## src/rtl/mem_port_arbiter_pkg.sv

```systemverilog
// mem_arb_pkg: shared types and constants for the unified-RAM port arbiter
package mem_arb_pkg;
  localparam int ADDR_W_DEF = 10;
  localparam int DATA_W_DEF = 16;
  localparam int STARVE_W = 3;
  typedef enum logic {ST_IDLE, ST_IF_SECOND} state_e;
  typedef enum logic [1:0] {OWN_NONE, OWN_IF, OWN_MEM} own_e;
endpackage

```

## src/rtl/mem_port_arbiter_if.sv

```systemverilog
// mem_port_arbiter_if: fetch, memory-stage and RAM signals shared by the arbiter and its clients
interface mem_port_arbiter_if
  import mem_arb_pkg::*;
#(
  parameter int ADDR_W = ADDR_W_DEF,
  parameter int DATA_W = DATA_W_DEF
);
  logic              if_req;
  logic [ADDR_W-1:0] if_addr;
  logic              if_two;
  logic              if_ack;
  logic              if_valid;
  logic              if_word;
  logic [DATA_W-1:0] if_data;
  logic              mem_req;
  logic              mem_we;
  logic [ADDR_W-1:0] mem_addr;
  logic [DATA_W-1:0] mem_wdata;
  logic              mem_ack;
  logic              mem_valid;
  logic [DATA_W-1:0] mem_rdata;
  logic              ram_wr;
  logic [ADDR_W-1:0] ram_addr;
  logic [DATA_W-1:0] ram_din;
  logic [DATA_W-1:0] ram_dout;
  modport master (
    output if_req, if_addr, if_two, mem_req, mem_we, mem_addr, mem_wdata, ram_dout,
    input  if_ack, if_valid, if_word, if_data, mem_ack, mem_valid, mem_rdata,
           ram_wr, ram_addr, ram_din
  );
  modport slave (
    input  if_req, if_addr, if_two, mem_req, mem_we, mem_addr, mem_wdata, ram_dout,
    output if_ack, if_valid, if_word, if_data, mem_ack, mem_valid, mem_rdata,
           ram_wr, ram_addr, ram_din
  );
endinterface

```

## src/rtl/mem_port_arbiter_starve_ctr.sv

```systemverilog
// mem_arb_starve_ctr: counts consecutive denied fetch cycles, saturating at MAX_STARVE
module mem_arb_starve_ctr
  import mem_arb_pkg::*;
#(
  parameter int MAX_STARVE = 3
) (
  input  logic clk,
  input  logic rst_n,
  input  logic if_req_i,
  input  logic if_grant_i,
  output logic at_max_o
);
  localparam logic [STARVE_W-1:0] MAX = STARVE_W'(MAX_STARVE);
  logic [STARVE_W-1:0] cnt_q, cnt_d;
  always_comb cnt_d = (!if_req_i || if_grant_i) ? '0 : (cnt_q == MAX) ? cnt_q : cnt_q + 1'b1;
  always_ff @(posedge clk or negedge rst_n)
    if (!rst_n) cnt_q <= '0;
    else cnt_q <= cnt_d;
  assign at_max_o = cnt_q == MAX;
endmodule

```

## src/rtl/mem_port_arbiter.sv

```systemverilog
// mem_port_arbiter: shares one RAM port between fetch and memory stage, MEM-first with IF starvation guard
module mem_port_arbiter
  import mem_arb_pkg::*;
#(
  parameter int ADDR_W = ADDR_W_DEF,
  parameter int DATA_W = DATA_W_DEF,
  parameter int MAX_STARVE = 3
) (
  input logic clk,
  input logic rst_n,
  mem_port_arbiter_if.slave bus
);
  state_e state_q, state_d;
  own_e own_q, own_d;
  logic word_q, word_d;
  logic [ADDR_W-1:0] base_q, base_d, second_addr;
  logic [DATA_W-1:0] rdata;
  logic second, if_grant, mem_grant, at_max;
  mem_arb_starve_ctr #(.MAX_STARVE(MAX_STARVE)) u_starve (
    .clk(clk), .rst_n(rst_n), .if_req_i(bus.if_req), .if_grant_i(if_grant), .at_max_o(at_max)
  );
  // grants are gated by rst_n so every RAM-side output is quiet while reset is held
  always_comb begin
    second = state_q == ST_IF_SECOND;
    second_addr = base_q + 1'b1;
    if_grant = rst_n && (second ? bus.if_req : bus.if_req && (!bus.mem_req || at_max));
    mem_grant = rst_n && bus.mem_req && !if_grant;
    state_d = (!second && if_grant && bus.if_two) ? ST_IF_SECOND : ST_IDLE;
    base_d = (!second && if_grant) ? bus.if_addr : base_q;
    own_d = if_grant ? OWN_IF : (mem_grant && !bus.mem_we) ? OWN_MEM : OWN_NONE;
    word_d = if_grant && second;
  end
  always_ff @(posedge clk or negedge rst_n)
    if (!rst_n) begin
      state_q <= ST_IDLE;
      own_q <= OWN_NONE;
      word_q <= 1'b0;
      base_q <= '0;
    end else begin
      state_q <= state_d;
      own_q <= own_d;
      word_q <= word_d;
      base_q <= base_d;
    end
  assign rdata = bus.ram_dout;
  assign bus.if_ack = if_grant;
  assign bus.mem_ack = mem_grant;
  assign bus.ram_wr = mem_grant && bus.mem_we;
  assign bus.ram_addr = if_grant ? (second ? second_addr : bus.if_addr) : mem_grant ? bus.mem_addr : '0;
  assign bus.ram_din = (mem_grant && bus.mem_we) ? bus.mem_wdata : '0;
  assign bus.if_valid = own_q == OWN_IF;
  assign bus.mem_valid = own_q == OWN_MEM;
  assign bus.if_word = word_q;
  assign bus.if_data = (own_q == OWN_IF) ? rdata : '0;
  assign bus.mem_rdata = (own_q == OWN_MEM) ? rdata : '0;
endmodule

```

## src/flat_wrapper.sv

```systemverilog
// flat-port wrapper written by rule: the top's interface ports become plain ports
module mem_port_arbiter_flat import mem_arb_pkg::*;
#(
  parameter int ADDR_W = ADDR_W_DEF,
  parameter int DATA_W = DATA_W_DEF,
  parameter int MAX_STARVE = 3
)
  (clk, rst_n, bus_if_req, bus_if_addr, bus_if_two, bus_mem_req, bus_mem_we, bus_mem_addr, bus_mem_wdata, bus_ram_dout, bus_if_ack, bus_if_valid, bus_if_word, bus_if_data, bus_mem_ack, bus_mem_valid, bus_mem_rdata, bus_ram_wr, bus_ram_addr, bus_ram_din);
  mem_port_arbiter_if #(.ADDR_W(ADDR_W), .DATA_W(DATA_W)) bus_i ();
  input logic clk;
  input logic rst_n;
  input wire logic [$bits(bus_i.if_req)-1:0] bus_if_req;
  input wire logic [$bits(bus_i.if_addr)-1:0] bus_if_addr;
  input wire logic [$bits(bus_i.if_two)-1:0] bus_if_two;
  input wire logic [$bits(bus_i.mem_req)-1:0] bus_mem_req;
  input wire logic [$bits(bus_i.mem_we)-1:0] bus_mem_we;
  input wire logic [$bits(bus_i.mem_addr)-1:0] bus_mem_addr;
  input wire logic [$bits(bus_i.mem_wdata)-1:0] bus_mem_wdata;
  input wire logic [$bits(bus_i.ram_dout)-1:0] bus_ram_dout;
  output wire logic [$bits(bus_i.if_ack)-1:0] bus_if_ack;
  output wire logic [$bits(bus_i.if_valid)-1:0] bus_if_valid;
  output wire logic [$bits(bus_i.if_word)-1:0] bus_if_word;
  output wire logic [$bits(bus_i.if_data)-1:0] bus_if_data;
  output wire logic [$bits(bus_i.mem_ack)-1:0] bus_mem_ack;
  output wire logic [$bits(bus_i.mem_valid)-1:0] bus_mem_valid;
  output wire logic [$bits(bus_i.mem_rdata)-1:0] bus_mem_rdata;
  output wire logic [$bits(bus_i.ram_wr)-1:0] bus_ram_wr;
  output wire logic [$bits(bus_i.ram_addr)-1:0] bus_ram_addr;
  output wire logic [$bits(bus_i.ram_din)-1:0] bus_ram_din;
  assign bus_i.if_req = bus_if_req;
  assign bus_i.if_addr = bus_if_addr;
  assign bus_i.if_two = bus_if_two;
  assign bus_i.mem_req = bus_mem_req;
  assign bus_i.mem_we = bus_mem_we;
  assign bus_i.mem_addr = bus_mem_addr;
  assign bus_i.mem_wdata = bus_mem_wdata;
  assign bus_i.ram_dout = bus_ram_dout;
  assign bus_if_ack = bus_i.if_ack;
  assign bus_if_valid = bus_i.if_valid;
  assign bus_if_word = bus_i.if_word;
  assign bus_if_data = bus_i.if_data;
  assign bus_mem_ack = bus_i.mem_ack;
  assign bus_mem_valid = bus_i.mem_valid;
  assign bus_mem_rdata = bus_i.mem_rdata;
  assign bus_ram_wr = bus_i.ram_wr;
  assign bus_ram_addr = bus_i.ram_addr;
  assign bus_ram_din = bus_i.ram_din;
  mem_port_arbiter #(.ADDR_W(ADDR_W), .DATA_W(DATA_W), .MAX_STARVE(MAX_STARVE)) u_core (.clk(clk), .rst_n(rst_n), .bus(bus_i));
endmodule
```

## config.mk

```make
export PLATFORM = sky130hd
export DESIGN_NAME = mem_port_arbiter_flat
export DESIGN_NICKNAME = d
export VERILOG_FILES = /design/src/rtl/mem_port_arbiter_pkg.sv /design/src/rtl/mem_port_arbiter_if.sv /design/src/rtl/mem_port_arbiter_starve_ctr.sv /design/src/rtl/mem_port_arbiter.sv /design/src/flat_wrapper.sv
export SDC_FILE = /design/constraint.sdc
export NUM_CORES = 1
export LEC_CHECK = 0
export CAP_MARGIN = 20
export CORE_MARGIN = 3
export CORE_UTILIZATION = 33
export CTS_CLUSTER_SIZE = 40
export DETAILED_ROUTE_END_ITERATION = 8
export GPL_TIMING_DRIVEN = 0
export HOLD_SLACK_MARGIN = 0.05
export PLACE_DENSITY = 0.94
export REMOVE_ABC_BUFFERS = 1
export SLEW_MARGIN = 20
export SYNTH_ARGS = -nofsm -noshare
export SYNTH_HDL_FRONTEND = slang
export SYNTH_SLANG_ARGS = --single-unit
```

## constraint.sdc

```tcl
create_clock -name clk -period 4.2 [get_ports clk]
set_input_delay 0.84 -clock clk [delete_from_list [all_inputs] [get_ports clk]]
set_output_delay 0.84 -clock clk [all_outputs]
set_load 0.005 [all_outputs]
```

==> run metrics <==
DP Area=around 0.0025 mm²; Die Y=69.2 µm; Mean Syn Cell Area=roughly 9.0 µm²; sw frac=28.6%; ANT cells=0; Bufs and invs on worst path=2; drt pass-1 iters=4; MaxCap Viol Count=0; first-pass GRT wire length=between 7000 and 8000 µm; Die ar.=~0.0048 mm²; RSZ-0062 raised after global routing=false; DR vias/cell=about 4.9; Final Hold Fails=0; # DRC=0; leak pwr=approximately 1.1 nW; area of the multi-input gates=between 800 and 900 µm²; f_max=around 270 MHz; kind of cell adding the most delay to the critical path=buffers and inverters; Num CTS Buffers=3; post-synthesis sequential area ratio=32.3%; Setup Viol. Count Final=0; row count=22; CTS tree=yes; VDD IR max=roughly 0.18 mV; Worst Path Max Fanout=11; most frequent CP cell=clkdlybuf4s50_1; Starting Density=between 30% and 40%; Worst-path clk slew=70 ps; period utilization=88.6%; H-tree lvl count=1; FF/Latch Area=~430 µm²; CP Cell Sequence=clkdlybuf4s50_1, nand2_1, nor3b_4, a22oi_1, o21ai_0, clkdlybuf4s50_1; Logic pwr share=about 37%; final worst slack=480 ps; clk_skew=3.51 ps; root buf cell=clkbuf_8; vias in the first global route=between 1000 and 1500; Vias=between 1500 and 2000; Tmin final=approximately 3700 ps; initial antenna violation count=0; share of post-route cells with drive strength above 1=6.79%; Crit Path Class=input pin to output pin; post-synth top area cell=dfrtp_1; core area=0.00374 mm²; clk_lat worst skew=260 ps; largest net degree at the start of global routing=30; Yosys warnings=0; Layout Utilization=69.3%; remaining global-route overflow=0; CP max-delay cell=nor3b_4; Worst setup SP type=input pin; hold bufs inserted after CTS=0; max_slew headroom=42.1%; #FFs+latches synth=17; Setup Buffers After CTS=0; Least-Margin Pin Slew=~870 ps; status=finished, final reports clean; Placed Instances=between 300 and 400; I/O pin total=about 120; dpl hpwl=approximately 3700 µm; CTS Buffer Depth=2; synth-to-layout area growth=97.1%; Worst Hold Class=flip-flop to flip-flop; gr usage total=between 10% and 20%; Worst EP required=between 3000 and 4000 ps; nets=~330; Yosys cell types=26; die width=69.2 µm; initial DRC count=80; Avg WL per Cell=approximately 15 µm; CP max stage delay=560 ps; Area contributors post-synth=dfrtp_1 32%, and2_1 16%, and3_1 8.6%; Pwr Density=roughly 210 mW/mm²; CP arrival=approximately 2900 ps; P_sw=around 0.00015 W; Seq pwr share=40.2%; DRT antenna net count=0; Int Power=roughly 0.00038 W; final std cells w/o fill=around 310; Clk pwr share=23.1%; clock sinks=17; Tot Pwr=0.000536 W; PortBufs=121; Setup crit end kind=output pin; Place WS=-458 ps; Gate Count Post-Synth=147; Yosys top cell area share=between 30% and 40%; pins over their slew limit=0; WL final=around 4800 µm; GP Congestion=0.769; Cell Area, Synth=0.00132 mm²; final instance area=between 0.002 and 0.003 mm²; fill cell count=around 320
## what timing repair did
| item | CTS | global route |
|---|---|---|
| endpoints found under the hold margin | 0 | 0 |
| gates resized for setup | 1 | 2 |
| setup endpoints to repair | 10 | 10 |
| pin swaps | 1 | 0 |
| gates cloned | 1 | 0 |
## synth_stat cells
library cell	n
and3_1	18
nor3b_4	1
mux2_2	10
a222oi_1	1
buf_2	2
mux2i_1	1
buf_6	2
nor2b_1	3
nand2_1	3
xnor2_1	2
ha_1	3
xor2_1	7
o21ai_1	2
and2_1	34
clkbuf_1	4
nand4_1	2
nor2_1	6
a21oi_1	1
and4_1	1
dfrtp_1	17
and3_4	1
a22oi_1	9
nand3_1	4
inv_1	3
nand2b_1	1
o21ai_0	9
## layout by cell type (no fill, tap or decap), drive strengths merged, types with 2 or more instances in the layout
cell type,n
a22oi,9
and2,34
and3,19
clkbuf,4
clkdlybuf4s50,120
dfrtp,17
ha,3
inv,3
mux2,10
nand2,3
nand3,4
nand4,2
nor2,6
nor2b,3
nor3b,2
o21ai,11
xnor2,2
xor2,7
## state kept, by name, indices dropped and copies added, names as in the netlist
signal and cells:
u_core.bus.if_word 1, u_core.own_q 2, u_core.second 1, u_core.base_q 10, u_core.u_starve.cnt_q 3
## metal layers
metal  wire length (µm)  vias up  part of all wire (%)  track usage [%]
li1                   -      751                     -                -
met1               1950      691                    41             22.1
met4                 96        0                   2.0             6.72
met3                323       10                   6.7             3.35
met2               2440       91                    51             34.5
met5                  0        -                     0                0
## metrics by stage
step                      setup TNS [ps]  hold WS [ps]
final                                  0           534
after floorplan                        0           480
after CTS                              0           539
after global placement             -3580           492
after global routing                   0           559
after detailed placement           -4250           524
## power groups by stage
stage                     sequential [W]  combinational (W)  clock, W
final                           0.000216           0.000197  0.000124
after CTS                       0.000214           0.000198  0.000127
after detailed placement        0.000217           0.000196         0
after global routing            0.000219           0.000212  0.000134
after global placement          0.000214           0.000190         0
after floorplan                 0.000210          0.0000797         0
## cell type report
cell class                 instances  share of cell area [%]
timing repair buffer             121                    46.5
multi-input combinational        120                    32.6
sequential                        17                    16.4
tap                               48                    2.32
clock buffer                       3                    1.59
inverter                           3                   0.434
clock inverter                     1                   0.193
## logic make-up (layout without fill, tap and decap cells)
| family | count (synthesis) | count (layout) | share of synthesized area, % |
|---|---|---|---|
| AOI/OAI and AO/OA | 22 | 22 | 10.5 |
| xor gates and xnor gates | 9 | 9 | 5.99 |
| adders and majority gates | 3 | 3 | 2.85 |
| buffers and inverters | 11 | 128 | 4.47 |
| DFF | 17 | 17 | 32.3 |
| muxes | 11 | 11 | 9.32 |
| and+or+nand+nor | 74 | 75 | 34.6 |
## final timing paths
check,start,cells after the start,slack (ps),to
max,bus_if_req,6,480,bus_ram_addr[2]
min,u_core.u_starve.cnt_q[1],2,530,u_core.u_starve.cnt_q[1]
max reg2reg,u_core.u_starve.cnt_q[0],5,1950,u_core.base_q[8]
min reg2reg,u_core.u_starve.cnt_q[1],2,530,u_core.u_starve.cnt_q[1]
max in group asynchronous,rst_n,1,3320,u_core.u_starve.cnt_q[2]
min in group asynchronous,rst_n,1,540,u_core.base_q[7]
## tightest hold or removal path: stages, from the launching register on
cell and delay [ps]:
dfrtp_1 350, mux2i_1 70, nor2_1 70
No activity file was read; power rests on OpenSTA's default activity.
